[src/rtl/wakeup_select_queue.sv]
// Issue queue with tag wakeup from the broadcast buses and oldest-ready (or strictly in-order) select.
// Age is tracked with a pairwise matrix, so slot index never implies age.
module wakeup_select_queue #(
  parameter int DEPTH     = 16,
  parameter int NUM_CDB   = 2,
  parameter int TAG_W     = 6,
  parameter int PAYLOAD_W = 64,
  parameter int IN_ORDER  = 0
) (
  input  logic                     clk,
  input  logic                     rst,
  input  logic                     disp_valid,
  output logic                     disp_ready,
  input  logic [TAG_W-1:0]         disp_src1_tag,
  input  logic [TAG_W-1:0]         disp_src2_tag,
  input  logic                     disp_src1_rdy,
  input  logic                     disp_src2_rdy,
  input  logic [PAYLOAD_W-1:0]     disp_payload,
  input  logic [NUM_CDB-1:0]       cdb_valid,
  input  logic [NUM_CDB*TAG_W-1:0] cdb_tag,
  input  logic                     flush,
  output logic                     iss_valid,
  input  logic                     iss_ready,
  output logic [PAYLOAD_W-1:0]     iss_payload,
  output logic [TAG_W-1:0]         iss_src1_tag,
  output logic [TAG_W-1:0]         iss_src2_tag,
  output logic [$clog2(DEPTH):0]   free_cnt,
  output logic                     full,
  output logic                     empty
);

  localparam int IDX_W = $clog2(DEPTH);
  localparam int CNT_W = IDX_W + 1;

  logic [DEPTH-1:0]     valid_q, rdy1_q, rdy2_q;
  logic [TAG_W-1:0]     src1_q [DEPTH];
  logic [TAG_W-1:0]     src2_q [DEPTH];
  logic [PAYLOAD_W-1:0] payload_q [DEPTH];
  // older_q[i][j] set means entry i is older than entry j
  logic [DEPTH-1:0]     older_q [DEPTH];
  logic [CNT_W-1:0]     free_cnt_q;
  logic                 full_q, empty_q;
  logic                 hold_q;
  logic [IDX_W-1:0]     hold_idx_q;

  logic [DEPTH-1:0] wake1, wake2, issuable, older_iss, older_val;
  logic             disp_wake1, disp_wake2;
  logic             cand_found, oldest_found, sel_ok_ooo, sel_ok_ino, sel_ok;
  logic [IDX_W-1:0] cand_idx, oldest_idx, free_idx, sel_idx;
  logic             disp_fire, iss_fire;
  logic [CNT_W-1:0] free_cnt_next;

  always_comb begin
    disp_wake1 = 1'b0;
    disp_wake2 = 1'b0;
    for (int i = 0; i < DEPTH; i++) begin
      wake1[i] = 1'b0;
      wake2[i] = 1'b0;
      for (int p = 0; p < NUM_CDB; p++) begin
        if (cdb_valid[p] && (cdb_tag[p*TAG_W +: TAG_W] == src1_q[i])) wake1[i] = 1'b1;
        if (cdb_valid[p] && (cdb_tag[p*TAG_W +: TAG_W] == src2_q[i])) wake2[i] = 1'b1;
      end
    end
    for (int p = 0; p < NUM_CDB; p++) begin
      if (cdb_valid[p] && (cdb_tag[p*TAG_W +: TAG_W] == disp_src1_tag)) disp_wake1 = 1'b1;
      if (cdb_valid[p] && (cdb_tag[p*TAG_W +: TAG_W] == disp_src2_tag)) disp_wake2 = 1'b1;
    end
  end

  assign issuable = valid_q & rdy1_q & rdy2_q;

  always_comb begin
    older_iss    = '0;
    older_val    = '0;
    cand_found   = 1'b0;
    cand_idx     = '0;
    oldest_found = 1'b0;
    oldest_idx   = '0;
    free_idx     = '0;
    for (int i = 0; i < DEPTH; i++) begin
      for (int j = 0; j < DEPTH; j++) begin
        if (older_q[j][i]) begin
          older_iss[i] = older_iss[i] | issuable[j];
          older_val[i] = older_val[i] | valid_q[j];
        end
      end
    end
    for (int i = DEPTH - 1; i >= 0; i--) begin
      if (issuable[i] && !older_iss[i]) begin
        cand_found = 1'b1;
        cand_idx   = IDX_W'(i);
      end
      if (valid_q[i] && !older_val[i]) begin
        oldest_found = 1'b1;
        oldest_idx   = IDX_W'(i);
      end
      if (!valid_q[i]) free_idx = IDX_W'(i);
    end
  end

  // A stalled presentation is pinned so a late wakeup of an older entry cannot swap it out
  assign sel_ok_ooo = cand_found;
  assign sel_ok_ino = oldest_found && issuable[oldest_idx];
  assign sel_ok     = hold_q ? 1'b1 : ((IN_ORDER != 0) ? sel_ok_ino : sel_ok_ooo);
  assign sel_idx    = hold_q ? hold_idx_q : ((IN_ORDER != 0) ? oldest_idx : cand_idx);

  assign iss_valid    = sel_ok && !flush;
  assign iss_payload  = payload_q[sel_idx];
  assign iss_src1_tag = src1_q[sel_idx];
  assign iss_src2_tag = src2_q[sel_idx];

  assign disp_ready    = !full_q;
  assign disp_fire     = disp_valid && !full_q && !flush;
  assign iss_fire      = iss_valid && iss_ready;
  assign free_cnt_next = free_cnt_q - CNT_W'(disp_fire) + CNT_W'(iss_fire);

  assign free_cnt = free_cnt_q;
  assign full     = full_q;
  assign empty    = empty_q;

  always_ff @(posedge clk) begin
    if (!rst) begin
      valid_q    <= '0;
      rdy1_q     <= '0;
      rdy2_q     <= '0;
      for (int i = 0; i < DEPTH; i++) older_q[i] <= '0;
      free_cnt_q <= CNT_W'(DEPTH);
      full_q     <= 1'b0;
      empty_q    <= 1'b1;
      hold_q     <= 1'b0;
      hold_idx_q <= '0;
    end else if (flush) begin
      valid_q    <= '0;
      free_cnt_q <= CNT_W'(DEPTH);
      full_q     <= 1'b0;
      empty_q    <= 1'b1;
      hold_q     <= 1'b0;
    end else begin
      for (int i = 0; i < DEPTH; i++) begin
        if (wake1[i]) rdy1_q[i] <= 1'b1;
        if (wake2[i]) rdy2_q[i] <= 1'b1;
      end
      if (iss_fire) valid_q[sel_idx] <= 1'b0;
      if (disp_fire) begin
        valid_q[free_idx]   <= 1'b1;
        rdy1_q[free_idx]    <= disp_src1_rdy | disp_wake1;
        rdy2_q[free_idx]    <= disp_src2_rdy | disp_wake2;
        src1_q[free_idx]    <= disp_src1_tag;
        src2_q[free_idx]    <= disp_src2_tag;
        payload_q[free_idx] <= disp_payload;
        older_q[free_idx]   <= '0;
        for (int j = 0; j < DEPTH; j++) begin
          if (IDX_W'(j) != free_idx) older_q[j][free_idx] <= 1'b1;
        end
      end
      free_cnt_q <= free_cnt_next;
      full_q     <= (free_cnt_next == '0);
      empty_q    <= (free_cnt_next == CNT_W'(DEPTH));
      hold_q     <= iss_valid && !iss_ready;
      hold_idx_q <= sel_idx;
    end
  end

endmodule

[config.mk]
export PLATFORM = sky130hd
export DESIGN_NAME = wakeup_select_queue
export DESIGN_NICKNAME = d
export VERILOG_FILES = /design/src/rtl/wakeup_select_queue.sv
export SDC_FILE = /design/constraint.sdc
export NUM_CORES = 2
export LEC_CHECK = 0
export ABC_AREA = 1
export CORE_MARGIN = 2
export CORE_UTILIZATION = 30
export CTS_BUF_LIST = sky130_fd_sc_hd__clkbuf_4
export DETAILED_ROUTE_END_ITERATION = 7
export GPL_TIMING_DRIVEN = 0
export PLACE_DENSITY = 0.47
export SYNTH_ARGS = -nofsm -noshare
export SYNTH_HDL_FRONTEND = slang
export SYNTH_SLANG_ARGS = --single-unit
[constraint.sdc]
create_clock -name clk -period 13.8 [get_ports clk]
set_input_delay 1.38 -clock clk [delete_from_list [all_inputs] [get_ports clk]]
set_output_delay 1.38 -clock clk [all_outputs]
set_load 0.02 [all_outputs]
After elaboration in Yosys (flattened, before gate mapping)
Memory sizes are Yosys's and may differ from the RTL's.
Cells that the tools add are included.
{ "word_totals": {"reg_bits": 60, "ramBits": 1472, "in_bits": 97, "out_inout_bits": 85, "elab_cells": 1542, "memories": 4} }
{ "classes": {"add_sub_neg": 2, "order_cmp": 4, "eq_ne": 84, "muxes": 823, "bitwise": 504, "n_reduce_logical": 113} }
{ "mem_list": {"columns": ["name", "words", "word_bits", "rd", "rd_clocked_by_memory_dff", "write_ports", "line_no", "text"], "rows": [
  ["payload_q", 16, 64, 1, 0, 1, "38", "logic [PAYLOAD_W-1:0] payload_q [DEPTH];"],
  ["older_q", 16, 16, 16, 0, 17, "40", "logic [DEPTH-1:0] older_q [DEPTH];"],
  ["src1_q", 16, 6, 17, 0, 1, "36", "logic [TAG_W-1:0] src1_q [DEPTH];"],
  ["src2_q", 16, 6, 17, 0, 1, "37", "logic [TAG_W-1:0] src2_q [DEPTH];"]
]} }
{ "ops": {"columns": ["op", "n"], "rows": [
  ["$mux W1", 764],
  ["$or A1 B1 Y1", 498],
  ["$eq A6 B6 Y1", 68],
  ["$mux W16", 22],
  ["$mux W4", 33],
  ["$logic_and A1 B1 Y1", 91],
  ["$and A16 B16 Y16", 3],
  ["$bwmux W16", 2],
  ["$ne A4 B4 Y1 const A", 8],
  ["$logic_not A1 Y1", 19],
  ["$ne A3 B4 Y1 const A", 4],
  ["$not A16 Y16", 1],
  ["$or A16 B16 Y16", 1],
  ["$lt A4 B5 Y1 const B", 2],
  ["$demux W1 S4", 2],
  ["$ge A4 B1 Y1 const B", 2],
  ["$ne A2 B4 Y1 const A", 2],
  ["$add A5 B1 Y5", 1],
  ["$eq A5 B5 Y1 const B", 1],
  ["$logic_not A5 Y1", 1],
  ["$sub A5 B1 Y5", 1],
  ["$ne A1 B4 Y1 const A", 1],
  ["$reduce_bool A4 Y1", 1],
  ["$reduce_or A2 Y1", 1],
  ["$not A1 Y1", 1]
]} }

Longest topological paths before layout
{ "logic_depth": {"depth_word": 63, "depth_mapped": 31, "mapped_depth_nobuf": 29} }

Worst setup path after synthesis
Ideal clock, no wire load.
{ "synth_timing": {"path_kind": "input-to-reg", "start": "in flush", "end": "mem payload_q[15][0], enable pin", "setup_time_ps": 697, "arrival_ps": 8902, "t_required_ps": 13103, "setup_slack_ps": 4201, "path_stages": 3, "n_path_buf": 0, "path_cell_list": "inv_1 -> nand3_1 -> nor4_1"} }
{ "synth_via": {"elab_chain_cells": 6} }
{ "synth_rtl": {"columns": ["element", "line_no", "text"], "rows": [
  ["from (decl)", "21", "input logic flush,"],
  ["$logic_not A1 Y1", "113", "assign disp_fire = disp_valid && !full_q && !flush;"],
  ["$logic_and A1 B1 Y1", "113", null],
  ["$mux W1", "144", "if (disp_fire) begin"],
  ["$mux W1 (*)", "132", "end else if (flush) begin"],
  ["$mux W1 (*)", "122", "if (!rst) begin"],
  ["$mux W1 (not written as such) (*)", "150", "payload_q[free_idx] <= disp_payload;"],
  ["to (decl)", "38", null]
]} }
Every way passes the cells marked *; elsewhere a longest branch is shown, timed or not.

Worst setup path after layout
{ "layout_timing": {"start": "reg rdy1_q[11]", "end": "out iss_payload[1]"} }
{ "layout_via": {"elab_chain_cells": 32, "elab_cells_between_ends": 212, "classes_between": "97 x mux; 82 x bitwise; 32 x reduce/logical; 1 x memory"} }
{ "layout_rtl": {"columns": ["element", "line_no", "text"], "rows": [
  ["from (decl)", "35", "logic [DEPTH-1:0] valid_q, rdy1_q, rdy2_q;"],
  ["from (signal, indexed assignment)", "146", "rdy1_q[free_idx] <= disp_src1_rdy | disp_wake1;"],
  ["$and A16 B16 Y16 (*) (2 in series)", "70", "assign issuable = valid_q & rdy1_q & rdy2_q;"],
  ["$or A1 B1 Y1", "83", "older_iss[i] = older_iss[i] | issuable[j];"],
  ["$mux W1", "82", "if (older_q[j][i]) begin"],
  ["$or A1 B1 Y1", "83", null],
  ["$mux W1", "82", null],
  ["$or A1 B1 Y1", "83", null],
  ["$mux W1", "82", null],
  ["$or A1 B1 Y1", "83", null],
  ["$mux W1", "82", null],
  ["$or A1 B1 Y1", "83", null],
  ["$mux W1", "82", null],
  ["$logic_not A1 Y1", "89", "if (issuable[i] && !older_iss[i]) begin"],
  ["$logic_and A1 B1 Y1", "89", null],
  ["$mux W4 (15 in series)", "89", null],
  ["$mux W4 (*)", "89", null],
  ["$mux W4 (*)", "105", "assign sel_idx = hold_q ? hold_idx_q : ((IN_ORDER != 0) ? oldest_idx : cand_idx);"],
  ["$mem_v2 Z16 W64 (*)", null, null],
  ["to (decl)", "24", "output logic [PAYLOAD_W-1:0] iss_payload,"]
]} }
Marked as above.

==> impl_results.md <==
- Status: finished clean
- EDFF count, synth: 1,216
- Starting density of the core: 30.2%
- Largest net degree at the start of global routing: 31
- Post-CTS resize count: 0
- Drt wl/cell: 25.8 um
- Most used DFF post-synth: edfxtp_1
- Clock root buffer: clkbuf_4
- WP buf/inv: 6
- Seq/Total Area, Yosys: 62.2%
- Commonest non-fill, non-tap cell in the layout: nand2_1
- F_max: 0.109 GHz
- Layout cells sized above 1: 12.4%
- Worst EP required: 12,420 ps
- 1st-iter DRT viols: 5,796
- Final setup fails: 0
- Die area: 234,000 um2
- Tightest Hold Check Type: register to register
- Post-route ant nets: 0
- Synthesized area: 68,900 um2
- Fillers: 23,483
- FP Rows: 175
- Syn nets: 7,491
- Total power: 9.57 mW
- Die Span Y: 483 um
- Nets@finish: 8,166
- Max-slew violation count: 0
- Crit Path Max Fanout: 10
- Synth Instances: 7,388
- CTS Hold Bufs: 0
- Final Hold Vio Count: 0
- DP Wirelength: 206,000 um
- Vias: 57,817
- Tmin final: 9180 ps
- Clock Sinks: 1,532
- Startpoint types: register
- Initial antenna violation count: 28
- Worst Tran Pin Value: 1460 ps
- Critical path's top delay family: buffers and inverters
- Static leakage: 32.0 nW
- GPL Wtd Cong: 0.969
- Power per Cell Area: 118 nW/um2
- Endpoint class of the critical path: primary output
- Worst EP arrival: 7800 ps
- Critical path class: register to primary output
- Dpl ws: 6260 ps
- Area Overhead vs Synth: 17.9%
- Max Buffers Root-to-Sink: 4
- Synth async-reset ratio: 0%
- Clk slew on worst S/H paths: 60 ps
- Post-CTS Setup Repair Bufs: 0
- CTS tree: done
- Worst hold slack: 425 ps
- Most frequent cells in the layout: 2,978 x nand2_1, 1,216 x edfxtp_1, 667 x nand3_1
- Ys Warns: 0
- Htree depth: 5
- Clock Skew: 181 ps
- I/O Buffers: 174
- Crit-path slowest cell: dfxtp_1
- CTS Buf Count: 429
- MaxCap Viol Count: 0
- Synth Area per Inst: 9.33 um2
- Worst-path cell chain: nand3_2, inv_2, a221oi_1, nand2_1, nor2_1, nor2_2, nand2_1, nor2_1, nand2_1, o21ai_2, nand2_1, inv_2, buf_2, buf_2, nand2_1, nand2_1, inv_1, nand2_1, clkdlybuf4s50_1
- Synthesized flop and latch total: 1,532
- DRC viols: 0
- CP most frequent cell: nand2_1
- RSZ-0062 raised after global routing: false
- Synth unique cells: 56
- CP peak stage delay: 790 ps
- Vias per inst: 5.07
- VDD IR max: 0.0714 mV
- Via count of the first global-routing pass: 55,400
- Setup ws final: 4620 ps
- DR pass1 iterations: 8
- Fin crit share: 66.5%
- Core outline area: 228,000 um2
- Fin util: 35.6%
- Slew Limit Headroom: 2.75%
- Final wirelength: 294,000 um
- DIE WIDTH: 483 um
- Clk_lat worst skew: 1450 ps
- I/O pins: 182
- Fin area: 81,200 um2
- GRT Util Overall: 24.4%
- Grt ovf: 0
- DP Area: 75,800 um2
- First-pass GRT wire length: 411,000 um
sequential cells by signal (all words and copies together), names as in the netlist:
register / flops
src1_q: 96
free_cnt: 5
rdy1_q: 16
hold_idx_q: 4
empty: 1
rdy2_q: 16
older_q: 256
valid_q: 16
src2_q: 96
hold_q: 1
full: 1
payload_q: 1024
metrics by stage:
stage               cells  setup TNS, ps
floorplan            7388              0
global placement    10571        -461880
detailed placement  10641              0
CTS                 11383              0
global route        11394              0
finish              11399              0
cell type report:
class | instances | area, um2 | area share (%)
flip-flops and latches | 1532 | 42800 | 52.7
multi-input cells | 4828 | 21900 | 26.9
clock buffers | 666 | 5000 | 6.16
well taps | 3009 | 3760 | 4.63
repair buffers | 244 | 3000 | 3.70
inverters | 585 | 2200 | 2.70
plain buffers | 443 | 2140 | 2.63
clock inverters | 76 | 359 | 0.442
diodes | 16 | 40.0 | 0.0493
Yosys cell counts (10+ instances only):
cell type	n	area [um2]
buf_2	156	781
nand3_1	667	3340
xor2_1	47	412
nand4_1	35	219
inv_2	35	131
nor3_1	18	90.1
inv_1	542	2030
dfxtp_1	316	6330
nor4_1	19	119
nand3_2	12	120
o22ai_1	134	838
o221ai_1	11	96.3
buf_1	42	158
edfxtp_1	1216	36500
nor2_1	177	664
xnor2_1	36	315
a221oi_1	46	403
a211oi_1	15	113
a2111oi_0	45	394
o211ai_1	10	75.1
or2_2	12	75.1
clkbuf_1	201	754
o21ai_0	121	606
o2111ai_1	59	517
a21oi_1	307	1540
nand2_1	2978	11200
buf_4	15	113
buf_6	29	327
a22oi_1	20	150
final timing paths:
kind,to,slack (ps),from,cells past startpoint
worst max register to register,valid_q[6],8170,rdy1_q[11],20
worst min-delay path,older_q[8][8],430,older_q[8][8],2
worst max-delay path,iss_payload[1],4620,rdy1_q[11],19
worst min register to register,older_q[8][8],430,older_q[8][8],2
kinds of logic after synthesis:
kind of cell | synth area share (%)
compound gates | 7.34
flops | 62.2
xor+xnor | 1.05
buf+inv | 6.28
fa+ha+maj | 0.120
simple gates | 23.0
routing by layer:
metal	track usage, %	wire, um
met5	0	43
met4	10.3	12500
met3	4.66	21700
met2	38.8	134000
met1	32.3	126000
where the power goes:
part           switching, mW  leakage (nW)  internal [mW]
Sequential           0.00988          13.5           4.99
Combinational          0.286          15.2         0.0939
Clock                   1.99          3.24           2.20
Total                   2.28          32.0           7.29
tightest hold or removal path, stage by stage, from the launching register on:
cell and delay [ps]:
dfxtp_1 310, inv_1 40, nor2_1 30
(Power assumes the default switching activity.)
